$ cat src/rtl/instr_issuer_if.sv
// ---------------------------------------------------------------------------
// instr_issuer_if
//
// Instruction interface between the issuer (producer) and the CPU (consumer).
//   instruction  issuer -> cpu   issued word {opcode[4:0], imm[10:0]}
//   instr_valid  issuer -> cpu   instruction is valid
//   pc           issuer -> cpu   address of the word being fetched or issued
//   instr_ready  cpu -> issuer   CPU accepts the word this cycle
//   pc_load      cpu -> issuer   redirect request (one-cycle pulse)
//   pc_target    cpu -> issuer   redirect address
// ---------------------------------------------------------------------------
interface instr_issuer_if #(
  parameter int WIDTH_DATA = 16,
  parameter int AWIDTH     = 5
);
  logic [WIDTH_DATA-1:0] instruction;
  logic                  instr_valid;
  logic [AWIDTH-1:0]     pc;
  logic                  instr_ready;
  logic                  pc_load;
  logic [AWIDTH-1:0]     pc_target;

  modport master (
    output instruction, instr_valid, pc,
    input  instr_ready, pc_load, pc_target
  );

  modport slave (
    input  instruction, instr_valid, pc,
    output instr_ready, pc_load, pc_target
  );
endinterface

$ cat src/rtl/instr_issuer.sv
// ---------------------------------------------------------------------------
// instr_issuer
//
// Fetches 16-bit words from a loadable program memory and presents them to
// the CPU over a valid/ready handshake. Follows CPU redirects and stops when
// a HALT_OP word is fetched (that word is never issued).
//
// Ports:
//   clk        clock, rising edge
//   reset      asynchronous, active-low reset
//   load_en    program write strobe (only honoured in IDLE/HALT)
//   load_addr  program write address
//   load_data  program write data
//   start      begin execution at address 0 (only honoured in IDLE/HALT)
//   cpu        instruction interface, master side (instruction, instr_valid,
//              pc out; instr_ready, pc_load, pc_target in)
//   busy       high in FETCH or ISSUE
//   halted     high in HALT
// ---------------------------------------------------------------------------
module instr_issuer #(
  parameter int         WIDTH_DATA = 16,
  parameter int         AWIDTH     = 5,
  parameter logic [4:0] HALT_OP    = 5'd31
) (
  input  logic                  clk,
  input  logic                  reset,
  input  logic                  load_en,
  input  logic [AWIDTH-1:0]     load_addr,
  input  logic [WIDTH_DATA-1:0] load_data,
  input  logic                  start,
  instr_issuer_if.master        cpu,
  output logic                  busy,
  output logic                  halted
);

  typedef enum logic [1:0] {
    S_IDLE  = 2'd0,
    S_FETCH = 2'd1,
    S_ISSUE = 2'd2,
    S_HALT  = 2'd3
  } state_t;

  localparam int DEPTH = 1 << AWIDTH;

  state_t                state_reg, state_next;
  logic [AWIDTH-1:0]     pc_reg, pc_next;
  logic [WIDTH_DATA-1:0] instr_reg, instr_next;
  logic                  valid_reg, valid_next;
  // fresh_reg: the read data register already holds mem[pc_reg].
  logic                  fresh_reg, fresh_next;

  logic [WIDTH_DATA-1:0] mem [0:DEPTH-1];
  logic [WIDTH_DATA-1:0] rd_data_reg;
  logic [AWIDTH-1:0]     rd_addr;
  logic                  mem_we;
  logic                  transfer;
  logic                  rd_is_halt;
  logic                  can_load;

  assign can_load   = (state_reg == S_IDLE) || (state_reg == S_HALT);
  assign mem_we     = load_en && can_load;
  assign transfer   = valid_reg && cpu.instr_ready;
  assign rd_is_halt = (rd_data_reg[WIDTH_DATA-1 -: 5] == HALT_OP);

  // While a word is on offer, prefetch the next sequential address so that a
  // plain transfer leads straight into a FETCH that already has its data.
  // Start and redirects land on an address that has not been read yet, so
  // they spend one extra FETCH cycle waiting for the read.
  assign rd_addr = (state_reg == S_ISSUE) ? pc_reg + AWIDTH'(1) : pc_reg;

  // Program memory: synchronous write, registered read, not reset.
  always_ff @(posedge clk) begin
    if (mem_we) begin
      mem[load_addr] <= load_data;
    end
    rd_data_reg <= mem[rd_addr];
  end

  // State register
  always_ff @(posedge clk or negedge reset) begin
    if (!reset) begin
      state_reg <= S_IDLE;
    end else begin
      state_reg <= state_next;
    end
  end

  // Next-state logic
  always_comb begin
    state_next = state_reg;
    case (state_reg)
      S_IDLE, S_HALT: begin
        if (start) begin
          state_next = S_FETCH;
        end
      end
      S_FETCH: begin
        if (cpu.pc_load) begin
          state_next = S_FETCH;
        end else if (fresh_reg) begin
          state_next = rd_is_halt ? S_HALT : S_ISSUE;
        end
      end
      S_ISSUE: begin
        if (cpu.pc_load || transfer) begin
          state_next = S_FETCH;
        end
      end
      default: state_next = S_IDLE;
    endcase
  end

  // Output / datapath control logic
  always_comb begin
    pc_next    = pc_reg;
    instr_next = instr_reg;
    valid_next = valid_reg;
    fresh_next = fresh_reg;
    busy       = (state_reg == S_FETCH) || (state_reg == S_ISSUE);
    halted     = (state_reg == S_HALT);
    case (state_reg)
      S_IDLE, S_HALT: begin
        if (start) begin
          pc_next    = '0;
          valid_next = 1'b0;
          fresh_next = 1'b0;
        end
      end
      S_FETCH: begin
        if (cpu.pc_load) begin
          // Drop the in-flight read and restart at the target.
          pc_next    = cpu.pc_target;
          fresh_next = 1'b0;
        end else if (fresh_reg) begin
          if (!rd_is_halt) begin
            instr_next = rd_data_reg;
            valid_next = 1'b1;
          end
        end else begin
          fresh_next = 1'b1;
        end
      end
      S_ISSUE: begin
        if (cpu.pc_load) begin
          // Covers both a discarded pending word and a redirect coincident
          // with a transfer: the target wins over pc+1 either way.
          pc_next    = cpu.pc_target;
          valid_next = 1'b0;
          fresh_next = 1'b0;
        end else if (transfer) begin
          pc_next    = pc_reg + AWIDTH'(1);
          valid_next = 1'b0;
          fresh_next = 1'b1;
        end
      end
      default: begin
        valid_next = 1'b0;
        fresh_next = 1'b0;
      end
    endcase
  end

  // Datapath registers
  always_ff @(posedge clk or negedge reset) begin
    if (!reset) begin
      pc_reg    <= '0;
      instr_reg <= '0;
      valid_reg <= 1'b0;
      fresh_reg <= 1'b0;
    end else begin
      pc_reg    <= pc_next;
      instr_reg <= instr_next;
      valid_reg <= valid_next;
      fresh_reg <= fresh_next;
    end
  end

  assign cpu.instruction = instr_reg;
  assign cpu.instr_valid = valid_reg;
  assign cpu.pc          = pc_reg;

endmodule

$ cat src/flat_wrapper.sv
// flat-port wrapper written by rule: the top's interface ports become plain ports
module instr_issuer_flat 
#(
  parameter int         WIDTH_DATA = 16,
  parameter int         AWIDTH     = 5,
  parameter logic [4:0] HALT_OP    = 5'd31
)
  (clk, reset, load_en, load_addr, load_data, start, busy, halted, cpu_instruction, cpu_instr_valid, cpu_pc, cpu_instr_ready, cpu_pc_load, cpu_pc_target);
  instr_issuer_if #(.WIDTH_DATA(WIDTH_DATA), .AWIDTH(AWIDTH)) cpu_i ();
  input  logic clk;
  input  logic reset;
  input  logic load_en;
  input  logic [AWIDTH-1:0] load_addr;
  input  logic [WIDTH_DATA-1:0] load_data;
  input  logic start;
  output logic busy;
  output logic halted;
  output wire logic [$bits(cpu_i.instruction)-1:0] cpu_instruction;
  output wire logic [$bits(cpu_i.instr_valid)-1:0] cpu_instr_valid;
  output wire logic [$bits(cpu_i.pc)-1:0] cpu_pc;
  input wire logic [$bits(cpu_i.instr_ready)-1:0] cpu_instr_ready;
  input wire logic [$bits(cpu_i.pc_load)-1:0] cpu_pc_load;
  input wire logic [$bits(cpu_i.pc_target)-1:0] cpu_pc_target;
  assign cpu_instruction = cpu_i.instruction;
  assign cpu_instr_valid = cpu_i.instr_valid;
  assign cpu_pc = cpu_i.pc;
  assign cpu_i.instr_ready = cpu_instr_ready;
  assign cpu_i.pc_load = cpu_pc_load;
  assign cpu_i.pc_target = cpu_pc_target;
  instr_issuer #(.WIDTH_DATA(WIDTH_DATA), .AWIDTH(AWIDTH), .HALT_OP(HALT_OP)) u_core (.clk(clk), .reset(reset), .load_en(load_en), .load_addr(load_addr), .load_data(load_data), .start(start), .cpu(cpu_i), .busy(busy), .halted(halted));
endmodule
$ cat config.mk
export PLATFORM = sky130hd
export DESIGN_NAME = instr_issuer_flat
export DESIGN_NICKNAME = d
export VERILOG_FILES = /design/src/rtl/instr_issuer_if.sv /design/src/rtl/instr_issuer.sv /design/src/flat_wrapper.sv
export SDC_FILE = /design/constraint.sdc
export NUM_CORES = 1
export LEC_CHECK = 0
export BUFFER_PORTS_ARGS = -buffer_cell sky130_fd_sc_hd__buf_4
export CAP_MARGIN = 20
export CORE_UTILIZATION = 50
export CTS_CLUSTER_SIZE = 12
export DETAILED_ROUTE_END_ITERATION = 8
export PLACE_DENSITY = 0.66
export REMOVE_ABC_BUFFERS = 1
export SETUP_SLACK_MARGIN = 0.3
export SLEW_MARGIN = 25
export SYNTH_ARGS = -nofsm -noshare
export SYNTH_HDL_FRONTEND = slang
export SYNTH_SLANG_ARGS = --single-unit
$ cat constraint.sdc
create_clock -name clk -period 7.5 [get_ports clk]
set_clock_uncertainty 0.15 [all_clocks]
set_input_delay 0 -clock clk [delete_from_list [all_inputs] [get_ports clk]]
set_output_delay 0 -clock clk [all_outputs]
set_load 0.01 [all_outputs]
# Yosys cells after proc, flatten, opt, wreduce, memory -nomap -nowiden

Memories as Yosys holds them, arrays and structs flattened. A register that Yosys moved wholly into a read port is not among the register bits.
Index checks and enable logic that the tools add are counted.

Memories kept: 1
Bits of input ports: 32
Word-level logic and storage cells: 58
Memory bits (writable): 512
Flip-flop bits (word level): 25
Output and inout bits: 24

Eq/ne operators: 12
Reductions and logical operators: 12
Bitwise gates (word level): 2
Multiplexer cells: 25
$add $sub $neg: 1

Memory list:

| name       | words | width | rd ports | clocked after Yosys merged registers in | wr ports | RTL line           | RTL |
|---|---|---|---|---|---|---|---|
| u_core.mem | 32    | 16    | 1        | 1                                       | 1        | instr_issuer.sv:52 | `logic [WIDTH_DATA-1:0] mem [0:DEPTH-1];` |

Operator list:

| operator                                                         | number |
|---|---|
| 5-bit two-way mux                                                | 5 |
| 5-bit case mux with 3 select lines                               | 1 |
| 1-bit two-way mux                                                | 12 |
| 2-bit two-way mux                                                | 4 |
| 2-bit != test (second input constant)                            | 4 |
| 3-bit by 2-bit != test with 1-bit output (second input constant) | 2 |
| 1-bit case mux with 3 select lines                               | 2 |
| 2-bit case mux with 3 select lines                               | 1 |
| 3-bit AND reduction                                              | 2 |
| 5-bit by 1-bit adder with 5-bit output (second input constant)   | 1 |
| 5-bit == test (second input constant)                            | 1 |
| 5-bit AND reduction                                              | 1 |
| 2-bit == test (second input constant)                            | 2 |
| 2-bit by 1-bit != test with 1-bit output (second input constant) | 2 |
| 4-bit AND reduction                                              | 1 |
| 1-bit logical OR                                                 | 3 |
| 2-bit by 1-bit == test with 1-bit output (second input constant) | 1 |
| 1-bit logical AND                                                | 2 |
| 2-bit zero test                                                  | 1 |
| 1-bit NOT                                                        | 2 |
| 2-bit AND reduction                                              | 1 |
| 2-bit OR reduction                                               | 1 |

# Logic depth before layout (Yosys ltp)

Gate-level depths: netlist of run 1.

Depth in word-level cells: 5
Mapped depth: 11
Gate-level depth less buffers: 7

# Least setup slack after synthesis of run 1

OpenSTA, ideal clock, no wires.

Path type: register to register
From: register u_core.state_reg[0]
To: memory u_core.mem[12][0], enable pin
Cell stages (with the launch flop): 8
Arrival time: 2.236 ns
Buffers on the path: 2
Path slack: 4.725 ns
Library setup time: 0.388 ns
Period minus slack after synthesis: 2.775 ns
Data required time: 6.962 ns
Cells stage by stage: dfrtp_1 inv_1 ha_1 clkbuf_1 nand2_1 or3_1 clkbuf_1 nor2_1

Cells in the longest elaborated chain, start to end: 5
Elaborated cells between the ends (all ways): 6
Classes of those cells: 1 x eq/ne; 2 x mux; 3 x reduce/logical

RTL lines:

| element                                          | RTL line           | RTL |
|---|---|---|
| start, declared                                  | instr_issuer.sv:45 | `state_t state_reg, state_next;` |
| start signal, assigned                           | instr_issuer.sv:84 | `state_reg <= state_next;` |
| 2-bit == test or 2-bit zero test (tied branches) | instr_issuer.sv:60 | `assign can_load = (state_reg == S_IDLE) \|\| (state_reg == S_HALT);` |
| 1-bit logical OR (*)                             | instr_issuer.sv:60 |  |
| 1-bit logical AND (*)                            | instr_issuer.sv:61 | `assign mem_we = load_en && can_load;` |
| 1-bit two-way mux (*)                            | instr_issuer.sv:73 | `if (mem_we) begin` |
| 1-bit two-way mux (not written as such) (*)      | instr_issuer.sv:74 | `mem[load_addr] <= load_data;` |
| end, declared                                    | instr_issuer.sv:52 |  |

Every way passes the cells marked *; elsewhere a longest branch is shown, timed or not.

# Worst setup path in the final report of run 1

From: register u_core.pc_reg[1], in the netlist u_core.cpu.pc[1]
To: register u_core.rd_data_reg[1], read port of u_core.mem

Cells in the longest elaborated chain, start to end: 2

RTL lines:

| element                                | RTL line            | RTL |
|---|---|---|
| start, declared                        | instr_issuer.sv:46  | `logic [AWIDTH-1:0] pc_reg, pc_next;` |
| start signal, assigned                 | instr_issuer.sv:171 | `pc_reg <= pc_next;` |
| 5-bit by 1-bit adder with 5-bit output | instr_issuer.sv:69  | `assign rd_addr = (state_reg == S_ISSUE) ? pc_reg + AWIDTH'(1) : pc_reg;` |
| 5-bit two-way mux (*)                  | instr_issuer.sv:69  |  |
| end, declared                          | instr_issuer.sv:53  | `logic [WIDTH_DATA-1:0] rd_data_reg;` |

Marked as above.
A chain may end at the register's enable or synchronous reset.

==> impl_metrics.csv, run 1 <==
group,metric,value,unit
status,status,"completed",
layout,finish.net_count,1863,
yosys,post_synth_inst_count,1764,
setup_path,cp_cell_sequence,"ha_4 -> buf_12 -> mux2i_1 -> mux4_2 -> nand2b_1 -> o2111ai_1 -> o22ai_1",
yosys,yosysUniqueCellTypes,50,
detailed_routing,detailedRoute.firstIterationViolations,1450,
floorplanning,initial_utilization,50.52,%
setup_path,end_kind,"register",
grt,gr-usage-all-layers,26.17,%
yosys,synth.cells.most_frequent,"512 x edfxtp_1, 418 x mux2i_1, 70 x nor2b_1, 68 x a21oi_1, 67 x a211oi_1",
clock_network,htree_num_levels,2,
floorplanning,top_level_ports,56,
setup_path,slowest_delay,1070,ps
yosys,synth_top_area_share,58.02,%
power_and_ir_drop,peak_supply_drop,0.0004207,V
yosys,post-synth-top-area-cell,"edfxtp_1",
detailed_routing,detailroute.wirelength.met2,33.29,mm
detailed_routing,drtPass1Iterations,5,
yosys,yosys_register_bits,553,
detailed_routing,highest_metal_used,"met5",
clock_network,worst_skew_pair.late_latency,630,ps
yosys,synth_ff_type,"edfxtp_1",
clock_network,clkSlewWorstSetupHoldPaths,60,ps
yosys,yosys.area_share.xor_xnor,0.1653,%
layout,drive_gt1_share,15.62,%
detailed_routing,remaining_drc_errors,0,
layout,post_route_core_utilization,56.84,%
setup_path,timing.critical_path.max_delay_family,"flip-flops",
setup_path,worst-endpoint-arrival,4840,ps
grt,grt_antenna_before_repair,2,
yosys,ys_warn_count,0,
layout,antennaDiodeCount,0,
floorplanning,die_area,0.05392,sq mm
floorplanning,core_area,0.05245,sq mm
floorplanning,fp.dieW,232.2,um
min_path,hold_class,"in -> reg",
yosys,synth.mux.area_fraction,21.95,%
detailed_routing,routed-wl-met3,4.933,mm
timing,finalCritPeriodShare,59.53,%
yosys,synth_compound_gate_area_share,8.410,%
setup_path,path_class,"reg -> reg",
grt,grt_pass1_wl,103.3,mm
yosys,post-synth-top-count-cell,"edfxtp_1",
setup_path,cp_data_required_time,7870,ps
layout,area_delta_synth_final,12.49,%
floorplanning,die_height,232.2,um
clock_network,max-clock-path-buffers,3,
power_and_ir_drop,fin_total_pwr,9860,uW
timing,hold_ws,115.1,ps
detailed_routing,wirelength_met1,29.29,mm
grt,grt-ovfl-total,0,
timing,worstMarginPinSlew,979.7,ps
detailed_routing,detailroute.via_count,16180,
layout,n_fill_cell,4108,
yosys,synth_simple_gate_area_share,4.949,%
floorplanning,std_cell_rows,84,
place,gp_congestion,0.8206,
timing,finalWorstPathRequiredPeriod,4465,ps
timing,timing_hold_violations_final,0,
yosys,synth_enable_flop_cells,512,
timing,slew_headroom,34.69,%
layout,flip_flop_count_of_the_largest_register_all_copies_and_words_added,512,
clock_network,cts_root_buffer,"clkbuf_16",
yosys,synthAdderAreaFrac,0.1889,%
detailed_routing,viasPerCell,6.309,
setup_path,timing.critical_path.slowest_stage_cell,"dfrtp_4",
timing,grt_setup_unrepaired,"no",
flow_run,maxCapViolations,0,
power_and_ir_drop,leakage_power,0.009778,uW
detailed_routing,detail_route.wl_per_cell,27.14,um
clock_network,ctsHoldBuffers,33,
timing,setup_tns,0,ps
yosys,sequential_to_total_area_share_from_yosys_stat,61.59,%
detailed_routing,antenna_left,0,
yosys,synth_area_leaders,"edfxtp_1 58%, mux2i_1 16%, mux4_2 5.3%",
clock_network,cts.repair_timing.setup_buffer_count,0,
clock_network,cts_inserted_buffers,59,
setup_path,cp_num_buf_inv,1,
power_and_ir_drop,power.density_cell_area,330.8,mW/mm^2
yosys,postSynth.asyncResetShare,4.521,%
clock_network,tritoncts,"built",
grt,first_global_vias,16400,
place,pre_cts_slack,3079,ps
detailed_routing,finalWirelength,69.58,mm
setup_path,critical_path_peak_fanout,128,
clock_network,post_cts.resized_instances,0,
grt,grt_start_max_net_pins,156,
yosys,syn-mean-instance-area,15.02,sq um
yosys,dominant_combinational_cell_family_by_area_after_synthesis,"multiplexers",
timing,maxSlewViolCount,0,
place,hpwl,41.40,mm
clock_network,cts.sink_count,553,
timing,final_worst_slack,3035,ps
setup_path,worstSetupStartpointType,"register",
timing,clock.fmax,224.0,MHz
yosys,syn_area,0.02650,sq mm
timing,finalSetupViolations,0,
place,io_buffers,55,
cells in the final DEF, fill, tap and decap left out, drive strengths merged, types with 32 or more instances in the layout:
master,instances
mux4,62
mux2i,418
a22oi,65
a211oi,67
dlygate4sd3,32
buf,106
nand3,35
nor2b,70
nor2,37
nand2b,61
clkbuf,87
a21oi,68
edfxtp,512
worst paths after layout:
kind                                  startpoint                   endpoint  slack (ps)  cells past startpoint
max reg2reg                     u_core.cpu.pc[1]      u_core.rd_data_reg[1]        3040                      7
min in group asynchronous                  reset           u_core.fresh_reg         270                      4
min                              cpu_instr_ready        u_core.state_reg[0]         120                      5
min reg2reg                u_core.rd_data_reg[7]  u_core.cpu.instruction[7]         310                      1
max                             u_core.cpu.pc[1]      u_core.rd_data_reg[1]        3040                      7
max in group asynchronous                  reset           u_core.cpu.pc[1]        6760                      4
cells by family after synthesis:
kind of cell             count (synthesis)
buffers and inverters                  142
AND/OR/NAND/NOR                        238
flip-flops                             553
adder cells (fa/ha/maj)                  4
multiplexers                           501
AO/OA/AOI/OAI                          321
XOR/XNOR                                 5
worst register-to-register path, cell delays in order, from the launching register on:
cell	delay (ps)
dfrtp_4	1070
ha_4	850
buf_12	760
mux2i_1	320
mux4_2	500
nand2b_1	140
o2111ai_1	340
o22ai_1	250
stage by stage:
step | instances | cell area, sq um
after floorplan | 1628 | 25790
after global placement | 2421 | 27550
after detailed placement | 2421 | 27570
after CTS | 2564 | 29810
after global routing | 2564 | 29810
final | 2564 | 29810
cell type report:
type | instances | area [sq um] | area share (%)
multi-input cells | 1069 | 9549 | 32.03
repair buffers | 138 | 1154 | 3.870
inverters | 6 | 23.77 | 0.07975
clock inverters | 23 | 235.2 | 0.7891
well taps | 688 | 860.8 | 2.888
flip-flops and latches | 553 | 16320 | 54.76
clock buffers | 87 | 1662 | 5.574
power breakdown:
group | switching [uW] | internal [uW] | leakage (uW)
sequential | 157 | 3510 | 0.00504
clock | 1170 | 1690 | 0.000925
combinational | 1860 | 1470 | 0.00381
per-layer routing:
layer,up-vias,GRT usage (%)
li1,7160,-
met1,8318,35.37
met2,577,42.89
met3,119,4.666
met4,2,8.224
met5,-,0
Power figures use the tool's default switching activity.
==> run 2: changes to the inputs <==
- PLACE_DENSITY: 0.66 -> 0.68
- clock period: 7.5 -> 4.1 ns (I/O delays scaled with it)
==> impl_metrics.csv, run 2 (same netlist as run 1, synthesis figures left out) <==
group,metric,value,unit
status,status,"completed",
setup_path,crit-reg2reg-launch,"u_core.cpu.pc[1]",
layout,drive_gt1_share,15.96,%
layout,multi_input_comb_area,0.009514,sq mm
power_and_ir_drop,leakage_power,0.009883,uW
setup_path,critical_path_peak_fanout,66,
setup_path,path_class,"reg -> reg",
grt,grt_antenna_before_repair,1,
setup_path,worstSetupStartpointType,"register",
setup_path,timing.critical_path.to,"u_core.rd_data_reg[10]",
timing,timing_hold_violations_final,0,
setup_path,cp_cell_sequence,"ha_4 -> buf_12 -> buf_4 -> mux2i_1 -> mux4_2 -> nand2b_1 -> o2111ai_1 -> o22ai_1",
floorplanning,fp.dieW,232.2,um
place,hpwl,42.17,mm
timing,finalCritPeriodShare,83.84,%
detailed_routing,detailroute.via_count,16400,
floorplanning,std_cell_rows,84,
timing,slew_headroom,36.35,%
layout,area_delta_synth_final,13.06,%
clock_network,cts.sink_count,553,
layout,antennaDiodeCount,0,
clock_network,clkSlewWorstSetupHoldPaths,60,ps
clock_network,worst_skew_pair.late_latency,620,ps
layout,final_cell_mix,"512 x edfxtp_1, 418 x mux2i_1, 120 x buf_4, 68 x nor2b_1, 68 x a21oi_1",
clock_network,post_cts.resized_instances,0,
place,io_buffers,55,
flow_run,maxCapViolations,0,
detailed_routing,remaining_drc_errors,0,
place,gp_congestion,0.8342,
power_and_ir_drop,peak_supply_drop,0.0003609,V
timing,maxSlewViolCount,0,
grt,grt_start_max_net_pins,126,
clock_network,cts_inserted_buffers,57,
detailed_routing,detailedRoute.firstIterationViolations,1625,
floorplanning,top_level_ports,56,
layout,finish.net_count,1888,
grt,first_global_vias,16320,
layout,area.sequential,0.01632,sq mm
floorplanning,initial_utilization,50.52,%
clock_network,max-clock-path-buffers,3,
timing,clock.fmax,290.9,MHz
timing,grt_setup_unrepaired,"no",
setup_path,cp_data_required_time,4470,ps
detailed_routing,viasPerCell,6.339,
clock_network,tritoncts,"built",
timing,finalSetupViolations,0,
power_and_ir_drop,power.density_cell_area,599.5,mW/mm^2
setup_path,internal_reg_to_reg_setup_slack,660,ps
layout,flip_flop_count_of_the_largest_register_all_copies_and_words_added,512,
setup_path,timing.critical_path.slowest_stage_cell,"ha_4",
clock_network,htree_num_levels,2,
setup_path,end_kind,"register",
floorplanning,die_height,232.2,um
clock_network,cts_root_buffer,"clkbuf_16",
detailed_routing,antenna_left,0,
grt,gr-usage-all-layers,26.09,%
detailed_routing,drtPass1Iterations,5,
power_and_ir_drop,fin_total_pwr,17960,uW
detailed_routing,finalWirelength,69.49,mm
floorplanning,die_area,0.05392,sq mm
setup_path,crit-reg2reg-capture,"u_core.rd_data_reg[10]",
setup_path,cp-startpoint,"u_core.cpu.pc[1]",
floorplanning,core_area,0.05245,sq mm
detailed_routing,detail_route.wl_per_cell,26.86,um
layout,n_fill_cell,4064,
setup_path,rr_worst_depth,8,
layout,final_common_cell,"edfxtp_1",
layout,post_route_core_utilization,57.12,%
grt,grt_pass1_wl,103.4,mm
setup_path,worst-endpoint-arrival,3800,ps
min_path,hold_class,"in -> reg",
timing,final_worst_slack,662.7,ps
timing,worstMarginPinSlew,952.5,ps
grt,grt-ovfl-total,0,
timing,finalWorstPathRequiredPeriod,3437,ps
place,pre_cts_slack,726.5,ps
setup_path,slowest_delay,620,ps
## run 2: worst min path at each step
stage	start	to	slack, ps	cells past startpoint
2_1_floorplan	reset	u_core.cpu.instr_valid	-450	0
3_3_place_gp	reset	u_core.cpu.instruction[15]	-200	1
3_5_place_dp	reset	u_core.cpu.instruction[15]	-200	1
4_1_cts	cpu_instr_ready	u_core.state_reg[0]	60	5
5_1_grt	cpu_instr_ready	u_core.state_reg[0]	170	5
6_report	cpu_instr_ready	u_core.state_reg[0]	100	5
## run 2: layout make-up
type	instances	area share (%)
clock buffer	91	5.530
clock inverter	15	0.4928
inverter	6	0.07935
multi-input combinational	1069	31.76
sequential	553	54.49
tap	688	2.873
timing repair buffer	165	4.778
## run 2: worst max-delay path: cells and delay by family (launching register included)
kind            cells  cell delay (ps)
buf+inv             2              760
fa+ha+maj           1              620
simple gates        1               90
mux                 2              570
flops               1              510
compound gates      2              470
## run 2: stage by stage
stage          setup TNS [ps]  hold WS [ps]  area (sq um)  instances
6_report                    0         96.81         29960       2587
4_1_cts                     0         57.78         29960       2587
2_1_floorplan         -255510        -445.6         25790       1628
3_5_place_dp                0        -195.2         27760       2443
5_1_grt                     0         172.8         29960       2587
3_3_place_gp                0        -198.8         27760       2443
## run 2: timing repair
| item | in CTS | in global routing |
|---|---|---|
| hold buffers | 38 | 0 |
| setup endpoints to repair | 0 | 0 |
| setup buffers | 0 | 0 |
| endpoints found under the hold margin | 694 | 0 |
## run 2: report_power, final
| group | switching, uW | internal (uW) | total [uW] |
|---|---|---|---|
| sequential | 228 | 6430 | 6650 |
| combinational | 3500 | 2760 | 6260 |
| clock | 2110 | 2940 | 5040 |
## run 2: routing by layer
metal,wire length [um],GRT usage [%],vias up
met4,1500,6.970,0
met5,0,0,-
met3,4679,3.598,94
li1,-,-,7210
met1,29450,36.13,8484
met2,33860,43.15,612
